<file path="config.mk">
export PLATFORM = sky130hd
export DESIGN_NAME = tagged_frame_unpacker
export DESIGN_NICKNAME = d
export VERILOG_FILES = /design/src/rtl/tagged_frame_unpacker.sv
export SDC_FILE = /design/constraint.sdc
export NUM_CORES = 1
export LEC_CHECK = 0
export ABC_CLOCK_PERIOD_IN_PS = 1910
export CAP_MARGIN = 30
export CORE_AREA = 2 2 86 88
export CTS_CLUSTER_SIZE = 16
export DETAILED_ROUTE_END_ITERATION = 6
export DIE_AREA = 0 0 88 90
export HOLD_SLACK_MARGIN = 0.05
export PLACE_DENSITY = 0.81
export REMOVE_ABC_BUFFERS = 1
export SLEW_MARGIN = 10
export SYNTH_ARGS = -nofsm -noshare
export SYNTH_HDL_FRONTEND = slang
export SYNTH_SLANG_ARGS = --single-unit
export TNS_END_PERCENT = 10
</file>
<file path="constraint.sdc">
create_clock -name clk -period 1.91 [get_ports clk]
set_input_delay 0.382 -clock clk [delete_from_list [all_inputs] [get_ports clk]]
set_output_delay 0.382 -clock clk [all_outputs]
set_load 0.01 [all_outputs]
</file>
<file path="src/rtl/tagged_frame_unpacker.sv">
// rtl/tagged_frame_unpacker.sv - rebuilds byte-serial {tag, len, payload} frames into one parallel word
// Malformed headers (len 0 or len > DATA_BYTES) are dropped with an error pulse and a saturating count.
module tagged_frame_unpacker #(
  parameter int DATA_BYTES = 4,
  parameter int ERR_CNT_W  = 8
) (
  input  logic                    clk,
  input  logic                    rst_n,
  input  logic                    s_valid,
  output logic                    s_ready,
  input  logic [7:0]              s_data,
  output logic                    m_valid,
  input  logic                    m_ready,
  output logic [1:0]              m_tag,
  output logic [5:0]              m_len,
  output logic [8*DATA_BYTES-1:0] m_data,
  output logic                    err_pulse,
  output logic [ERR_CNT_W-1:0]    err_count
);

  typedef enum logic [1:0] {S_HDR, S_PAYLOAD, S_DROP, S_OUT} state_t;

  localparam logic [5:0]           LP_MAX_LEN = 6'(DATA_BYTES);
  localparam logic [ERR_CNT_W-1:0] LP_ERR_ONE = ERR_CNT_W'(1);
  localparam logic [ERR_CNT_W-1:0] LP_ERR_MAX = {ERR_CNT_W{1'b1}};

  state_t                    r_state;
  logic                      r_s_ready;
  logic                      r_m_valid;
  logic [1:0]                r_tag;
  logic [5:0]                r_len;
  logic [5:0]                r_idx;
  logic [5:0]                r_drop;
  logic [8*DATA_BYTES-1:0]   r_data;
  logic                      r_err_pulse;
  logic [ERR_CNT_W-1:0]      r_err_count;

  logic                      w_fire;
  logic [5:0]                w_hdr_len;
  logic                      w_hdr_err;

  assign w_fire    = s_valid && r_s_ready;
  assign w_hdr_len = s_data[5:0];
  assign w_hdr_err = (r_state == S_HDR) && w_fire &&
                     ((w_hdr_len == 6'd0) || (w_hdr_len > LP_MAX_LEN));

  always_ff @(posedge clk or negedge rst_n) begin
    if (!rst_n) begin
      r_state     <= S_HDR;
      r_s_ready   <= 1'b1;
      r_m_valid   <= 1'b0;
      r_tag       <= 2'd0;
      r_len       <= 6'd0;
      r_idx       <= 6'd0;
      r_drop      <= 6'd0;
      r_data      <= '0;
      r_err_pulse <= 1'b0;
      r_err_count <= '0;
    end else begin
      r_err_pulse <= w_hdr_err;
      if (w_hdr_err && (r_err_count != LP_ERR_MAX)) begin
        r_err_count <= r_err_count + LP_ERR_ONE;
      end

      case (r_state)
        S_HDR: begin
          if (w_fire && !w_hdr_err) begin
            r_tag   <= s_data[7:6];
            r_len   <= w_hdr_len;
            r_data  <= '0;
            r_idx   <= 6'd0;
            r_state <= S_PAYLOAD;
          end else if (w_fire && (w_hdr_len != 6'd0)) begin
            r_drop  <= w_hdr_len;
            r_state <= S_DROP;
          end
        end
        S_PAYLOAD: begin
          if (w_fire) begin
            for (int b = 0; b < DATA_BYTES; b++) begin
              if (r_idx == 6'(b)) r_data[8*b +: 8] <= s_data;
            end
            r_idx <= r_idx + 6'd1;
            if (r_idx == r_len - 6'd1) begin
              r_state   <= S_OUT;
              r_s_ready <= 1'b0;
              r_m_valid <= 1'b1;
            end
          end
        end
        S_DROP: begin
          if (w_fire) begin
            r_drop <= r_drop - 6'd1;
            if (r_drop == 6'd1) r_state <= S_HDR;
          end
        end
        S_OUT: begin
          // s_ready only returns after the frame leaves, so OUT never overlaps the next header
          if (m_ready) begin
            r_state   <= S_HDR;
            r_m_valid <= 1'b0;
            r_s_ready <= 1'b1;
          end
        end
        default: r_state <= S_HDR;
      endcase
    end
  end

  assign s_ready   = r_s_ready;
  assign m_valid   = r_m_valid;
  assign m_tag     = r_tag;
  assign m_len     = r_len;
  assign m_data    = r_data;
  assign err_pulse = r_err_pulse;
  assign err_count = r_err_count;

endmodule

</file>
==> out/metrics.yaml, run 1 <==
cts:
  cts_root_buffer: "clkbuf_8"
  cts-htree-levels: 3
  cts_max_path_buffers: 2
  cts_tree: "done"
  total_clock_sinks: 65
  cts_made_buffers: 9
  path_clk_slew_ns: 0.07
  clock_insertion_delay_worst_skew_ns: 0.35
route:
  routed-via-count: 2923
  viasPerCell: 5.40
  drtAntennaViolNets: 0
  detail_route.wirelength_um: 8400
  detail_route.first_pass.iterations: 4
  detail_route.wl_per_cell_um: 15.5
  drc: 0
  first_iter_violations: 220
floorplan:
  floorplan.die.height_um: 90
  design.die.area_sq_um: 7920
  initial_core_util_pct: 45.4
  ioPinCount: 63
  core_area_sq_um: 7020
  num_rows: 31
  die_w_um: 88
yosys:
  netlist_instances: 334
  synth_area_leader_cell: "dfrtp_1"
  synth_top_cell_area_share_pct: 50.3
  synth_area_sq_um: 3180
  ranking_of_synthesized_cells_by_area: "dfrtp_1 50%, o21ai_0 7.1%, nand3_1 6.8%"
  postSynthRegisterBits: 65
  postSynth.topFlopCell: "dfrtp_1"
  synth_edf_count: 0
  synth.yosys.warnings: 0
  synth_cell_type_count: 47
  synth_sequential_area_ratio_pct: 51.1
  avgSynthCellArea_sq_um: 9.53
  synth_async_sr_flop_share_pct: 100
cells_and_area:
  fraction_of_layout_cells_with_a_size_suffix_above_1_pct: 18.3
  mostFrequentLayoutCells: "64 x dfrtp_1, 54 x clkdlybuf4s50_1, 43 x nand3_1"
  final-seq-area_sq_um: 1630
  fill_cells: 579
  insertedDiodeCount: 0
  final_common_cell: "dfrtp_1"
  multi_input_combinational_cell_area_sq_um: 1480
  area_delta_synth_final_pct: 40.1
  design.final.nets: 457
global_route:
  grt_first_pass_wirelength_um: 13500
  grt_antenna_before_repair: 0
  globalRoute.totalOverflow: 0
  grt_start_max_net_pins: 66
  track_usage_pct: 21.7
  grt_pass1_vias: 2817
outcome:
  outcome: "finished clean"
setup_path:
  required_ns: 1.53
  critPathTopFamily: "buffers and inverters"
  cpMostUsedCell: "buf_4"
  worstPathCellList: "buf_4, buf_4, clkdlybuf4s50_1"
  critical_path_class: "reg2out"
  startpoint_type: "flip-flop"
  cpMaxStageDelayCell: "clkdlybuf4s50_1"
  cp_capture_type: "output port"
  crit_arrival_ns: 1.49
  crit_path_max_incr_delay_ns: 0.47
  worst-path-max-fanout: 4
  crit_buf_inv: 3
sta:
  max_freq_ghz: 0.535
  final-setup-viol-count: 0
  clock_skew_ns: 0.0111
  period_minus_slack_ns: 1.87
  unrepaired_setup_endpoints_after_global_routing: "no"
  slew_violations: 0
  worst_margin_slew_ns: 0.442
  final_min_period_over_clock_period_pct: 97.9
  timing.hold.ws_ns: 0.459
  hold_viol: 0
  worst_slew_margin_rel_pct: 70.3
pwr:
  powerDensity_nw_per_um2: 559
  leakage_dissipation_nw: 1.98
  pnr_total_power_w: 0.00249
  worst_ir_drop_vdd_uv: 510
place:
  port-buffer-count: 62
  routability_driven_placement_congestion_ratio: 0.833
  detailedPlacementHpwl_um: 5690
worst_hold_path:
  worst_hold_path_type: "in2reg"
flow_run:
  max_cap_viol_count: 0
## cell families (layout without fill, tap and decap cells)
logic type	Yosys count	count (layout)	share of synthesized area (%)
XOR/XNOR	15	15	4.13
buffers and inverters	28	136	4.87
adder cells (fa/ha/maj)	8	8	3.14
multiplexers	1	1	0.354
AND/OR/NAND/NOR	140	140	21.9
AO/OA/AOI/OAI	77	77	14.5
flip-flops	65	65	51.1
## power breakdown
group	switching (W)	leakage, nW	internal (W)
sequential	0	0.884	0.00138
clock	0.000548	0.0818	0.000461
combinational	0.0000606	1.02	0.0000473
## state kept, by name, indices dropped and copies added (netlist names)
| register | cells |
|---|---|
| m_data | 32 |
| err_count | 8 |
| m_len | 6 |
| r_drop | 6 |
| r_idx | 6 |
| m_tag | 2 |
| r_state | 2 |
| err_pulse | 1 |
| m_valid | 1 |
| s_ready | 1 |
## path summary, 6_finish.rpt
check / from / to / slack [ns] / depth (start not counted)
setup / recovery: m_len[0]$_DFFE_PN0P_ / m_len[0] / 0.04 / 3
hold / removal: s_data[4] / m_data[20]$_DFFE_PN0P_ / 0.46 / 4
setup reg to reg: m_len[0]$_DFFE_PN0P_ / m_valid$_DFFE_PN0P_ / 0.09 / 7
hold reg to reg: m_tag[1]$_DFFE_PN0P_ / m_tag[1]$_DFFE_PN0P_ / 0.49 / 2
max in group asynchronous: rst_n / m_data[23]$_DFFE_PN0P_ / 1.04 / 3
min in group asynchronous: rst_n / r_drop[1]$_DFFE_PN0P_ / 0.54 / 3
## metrics by stage
step | instance area [sq um] | setup slack [ns] | cells | util [%] | TNS, ns
after floorplan | 3070 | -0.309 | 316 | - | -11.14
after detailed placement | 4180 | -0.492 | 522 | 59.6 | -23.27
final | 4460 | 0.0405 | 541 | 63.5 | 0
after global placement | 4180 | -0.429 | 522 | 59.6 | -21.22
after CTS | 4370 | 0.0140 | 539 | 62.2 | 0
after global routing | 4460 | 0.00573 | 541 | 63.5 | 0
## timing repair
item | 4_1_cts | 5_1_grt
pin swaps | 3 | 6
gates cloned | 0 | 1
setup endpoints to repair | 50 | 20
setup buffers | 0 | 1
resized for setup | 8 | 24
hold buffers | 1 | 0
endpoints found under the hold margin | 5 | 0
## layer usage
layer / vias up / wire length, um / global-route usage [%]
li1: 1384 / - / -
met1: 1406 / 3550 / 27.2
met2: 116 / 4230 / 35.7
met3: 17 / 476 / 5.33
met4: 0 / 149 / 8.33
met5: - / 0 / 0
## Yosys cell counts, types with 3 or more instances
cell type,count
nand3_1,43
xnor2_1,11
nor3_1,10
nand4_1,4
o21ai_0,45
xor2_1,4
buf_6,4
nand2_1,42
a31oi_1,7
nor2_1,13
clkbuf_1,7
and2_1,4
inv_1,10
or3_1,4
and3b_1,3
ha_1,8
nor2b_1,5
dfrtp_1,64
a21oi_1,9
buf_2,5
## tightest hold or removal path: cells and delay by family
family / cells / cell delay (ns)
simple gates: 1 / 0.06
buf+inv: 2 / 0.27
compound gates: 1 / 0.07
## layout make-up
type                       count  share of cell area, %
multi-input combinational    241                   33.2
tap                           99                   2.78
clock inverter                 6                  0.785
inverter                      10                  0.842
clock buffer                  10                   2.86
sequential                    65                   36.5
timing repair buffer         110                   23.0
Power figures use the tool's default switching activity.
==> run 2, diff against run 1 <==
- REMOVE_ABC_BUFFERS: 1 -> not set
==> run 2 against run 1 <==
Sequential share of layout area is 1.1 points lower. Final area is 3.0% higher. Clock power rose by 67%. Via count grew 1.9%. Critical path depth is 5 higher. The flow now finishes with violations (setup timing). Sequential power about the same. Highest routed layer unchanged.
==> out/metrics.yaml, run 2 (same netlist as run 1, synthesis figures left out) <==
cts:
  cts_tree: "done"
  cts-htree-levels: 3  # unchanged
  clock_insertion_delay_worst_skew_ns: 0.34  # about the same
  path_clk_slew_ns: 0.07  # about the same
  cts_root_buffer: "clkbuf_8"
  cts_max_path_buffers: 2  # unchanged
  total_clock_sinks: 65  # unchanged
  cts_made_buffers: 9  # unchanged
sta:
  worst_margin_slew_ns: 0.509  # +0.0669 ns
  final-setup-viol-count: 1  # +1
  hold_viol: 0  # unchanged
  period_minus_slack_ns: 1.91  # +0.0430 ns
  worst_slew_margin_rel_pct: 65.9  # -4.4 points
  fin_ws_ns: -0.00243  # -0.0430 ns
  setup-tns-final_ns: -0.00243  # -0.00243 ns
  clock_skew_ns: 0.00892  # -0.00216 ns
  slew_violations: 0  # unchanged
  max_freq_ghz: 0.523  # -2.2%
  final_min_period_over_clock_period_pct: 100  # +2.2 points
floorplan:
  ioPinCount: 63  # unchanged
  core_area_sq_um: 7020  # unchanged
  design.die.area_sq_um: 7920  # unchanged
  initial_core_util_pct: 45.4  # unchanged
  num_rows: 31  # unchanged
  floorplan.die.height_um: 90  # unchanged
  die_w_um: 88  # unchanged
worst_hold_path:
  min_to: "m_tag[0]$_DFFE_PN0P_"
  hold_start: "m_tag[0]$_DFFE_PN0P_"
  min_path_cells: 2  # -2
  worst_hold_path_type: "reg2reg"
flow_run:
  max_cap_viol_count: 0  # unchanged
cells_and_area:
  final_core_utilization_pct: 65.4  # +1.9 points
  mostFrequentLayoutCells: "64 x dfrtp_1, 54 x clkdlybuf4s50_1, 42 x nand2_1, 42 x nand3_1, 39 x o21ai_0"
  final_common_cell: "dfrtp_1"
  area_delta_synth_final_pct: 44.2
  post_layout_nonfiller_instances: 541  # unchanged
  largest_register_ffs: 32  # unchanged
  design.final.nets: 456  # -0.22%
  fill_cells: 541  # -6.6%
  fraction_of_layout_cells_with_a_size_suffix_above_1_pct: 18.4  # +0.042 points
place:
  detailedPlacementHpwl_um: 6140  # +8.0%
  numPlacedInstances: 519  # -0.57%
  routability_driven_placement_congestion_ratio: 0.835  # +0.34%
  port-buffer-count: 62  # unchanged
  detailedPlace.worstSlack_ns: -0.639  # -0.147 ns
global_route:
  grt_start_max_net_pins: 38  # -42%
  grt_pass1_vias: 3101  # +10%
  track_usage_pct: 23.8  # +2.1 points
  grt_first_pass_wirelength_um: 14900  # +10%
  globalRouteMet1Util_pct: 29.9  # +2.7 points
  grt_antenna_before_repair: 1  # +1
  groute.layer.met3.usage_pct: 5.42  # +0.092 points
  use_met2_pct: 39.0  # +3.3 points
  gr-max-usage-layer: "met2"
  globalRoute.totalOverflow: 0  # unchanged
setup_path:
  reg2reg_slack_ns: 0.07  # -0.02 ns
  critical_path_class: "in2reg"
  worst_setup_path_startpoint: "s_data[5]"
  required_ns: 2.16  # +0.63 ns
  reg2regPathDepth: 6  # -1
  r2r_end: "err_count[5]$_DFFE_PN0P_"
  cp_capture_type: "flip-flop"
  worst-path-max-fanout: 8  # +4
  r2r_start: "s_ready$_DFFE_PN1P_"
  crit_arrival_ns: 2.16  # +0.67 ns
  startpoint_type: "input port"
route:
  drc: 0  # unchanged
  drtAntennaViolNets: 0  # unchanged
  detail_route.wl_per_cell_um: 16.9  # +9.1%
  viasPerCell: 5.51  # +1.9%
  detail_route.wirelength_um: 9170  # +9.1%
  detail_route.first_pass.iterations: 4  # unchanged
  first_iter_violations: 185  # -16%
  routed-via-count: 2979  # +1.9%
pwr:
  worst_ir_drop_vdd_uv: 471  # -7.6%
  pnr_total_power_w: 0.00318  # +27%
  powerDensity_nw_per_um2: 692  # +24%
  leakage_dissipation_nw: 2.02  # +2.0%
yosys:
  synth_nets: 354
outcome:
  failing_checks: "setup timing"
  outcome: "finished, violations left"
==> run 2: timing repair <==
item / in CTS / in global routing
cloned: 1 / 1
gates resized for setup: 21 / 11
buffers inserted: 0 / 2
pin swaps: 5 / 5
hold buffers: 1 / 0
hold endpoints to repair: 19 / 0
setup endpoints to repair: 57 / 43
==> run 2: area by class of cell <==
class                      instances  area [sq um]  share of cell area (%)
inverter                          10          37.5                   0.817
multi-input combinational        241          1460                    31.8
clock buffer                       9           124                    2.70
clock inverter                     7           166                    3.62
timing repair buffer             109          1050                    22.8
tap                               99           124                    2.70
sequential                        65          1630                    35.4
antenna                            1          2.50                  0.0545
==> run 2: worst max-delay path by stage <==
stage	to	slack (ns)	depth (start not counted)
after global routing	m_data[17]$_DFFE_PN0P_	-0.04	8
after floorplan	r_idx[4]$_DFFE_PN0P_	0.01	8
final	m_data[20]$_DFFE_PN0P_	-0.002	8
after CTS	err_count[6]$_DFFE_PN0P_	0.005	6
after global placement	err_count[1]$_DFFE_PN0P_	-0.51	5
after detailed placement	err_count[6]$_DFFE_PN0P_	-0.64	6
==> run 2: stage by stage <==
step	area [sq um]	hold slack [ns]
2_1_floorplan	3180	0.0864
3_3_place_gp	4160	0.367
3_5_place_dp	4160	0.370
4_1_cts	4520	0.497
5_1_grt	4590	0.517
6_report	4590	0.493
==> run 2: critical path, stage by stage <==
cell	delay [ns]
dlygate4sd2_1	0.24
or3_4	0.40
buf_6	0.14
o31ai_4	0.34
and4_4	0.32
buf_12	0.13
nand3_1	0.10
o21ai_0	0.11
==> run 2: metal layers <==
layer	up-vias	routed length (um)
met5	-	0
met4	0	205
met3	19	481
met2	103	4780
met1	1472	3700
li1	1385	-
==> run 2: report_power, final <==
part | internal [W] | leakage, nW | switching, W
Combinational | 0.0000504 | 1.00 | 0.0000628
Sequential | 0.00138 | 0.884 | 0
Clock | 0.00113 | 0.140 | 0.000555
Total | 0.00256 | 2.02 | 0.000618
==> run 3, diff against run 2 <==
- HOLD_SLACK_MARGIN: 0.05 -> 0.12
==> results of run 3 <==
Final layout, timing and power as in run 2 (identical DEF).
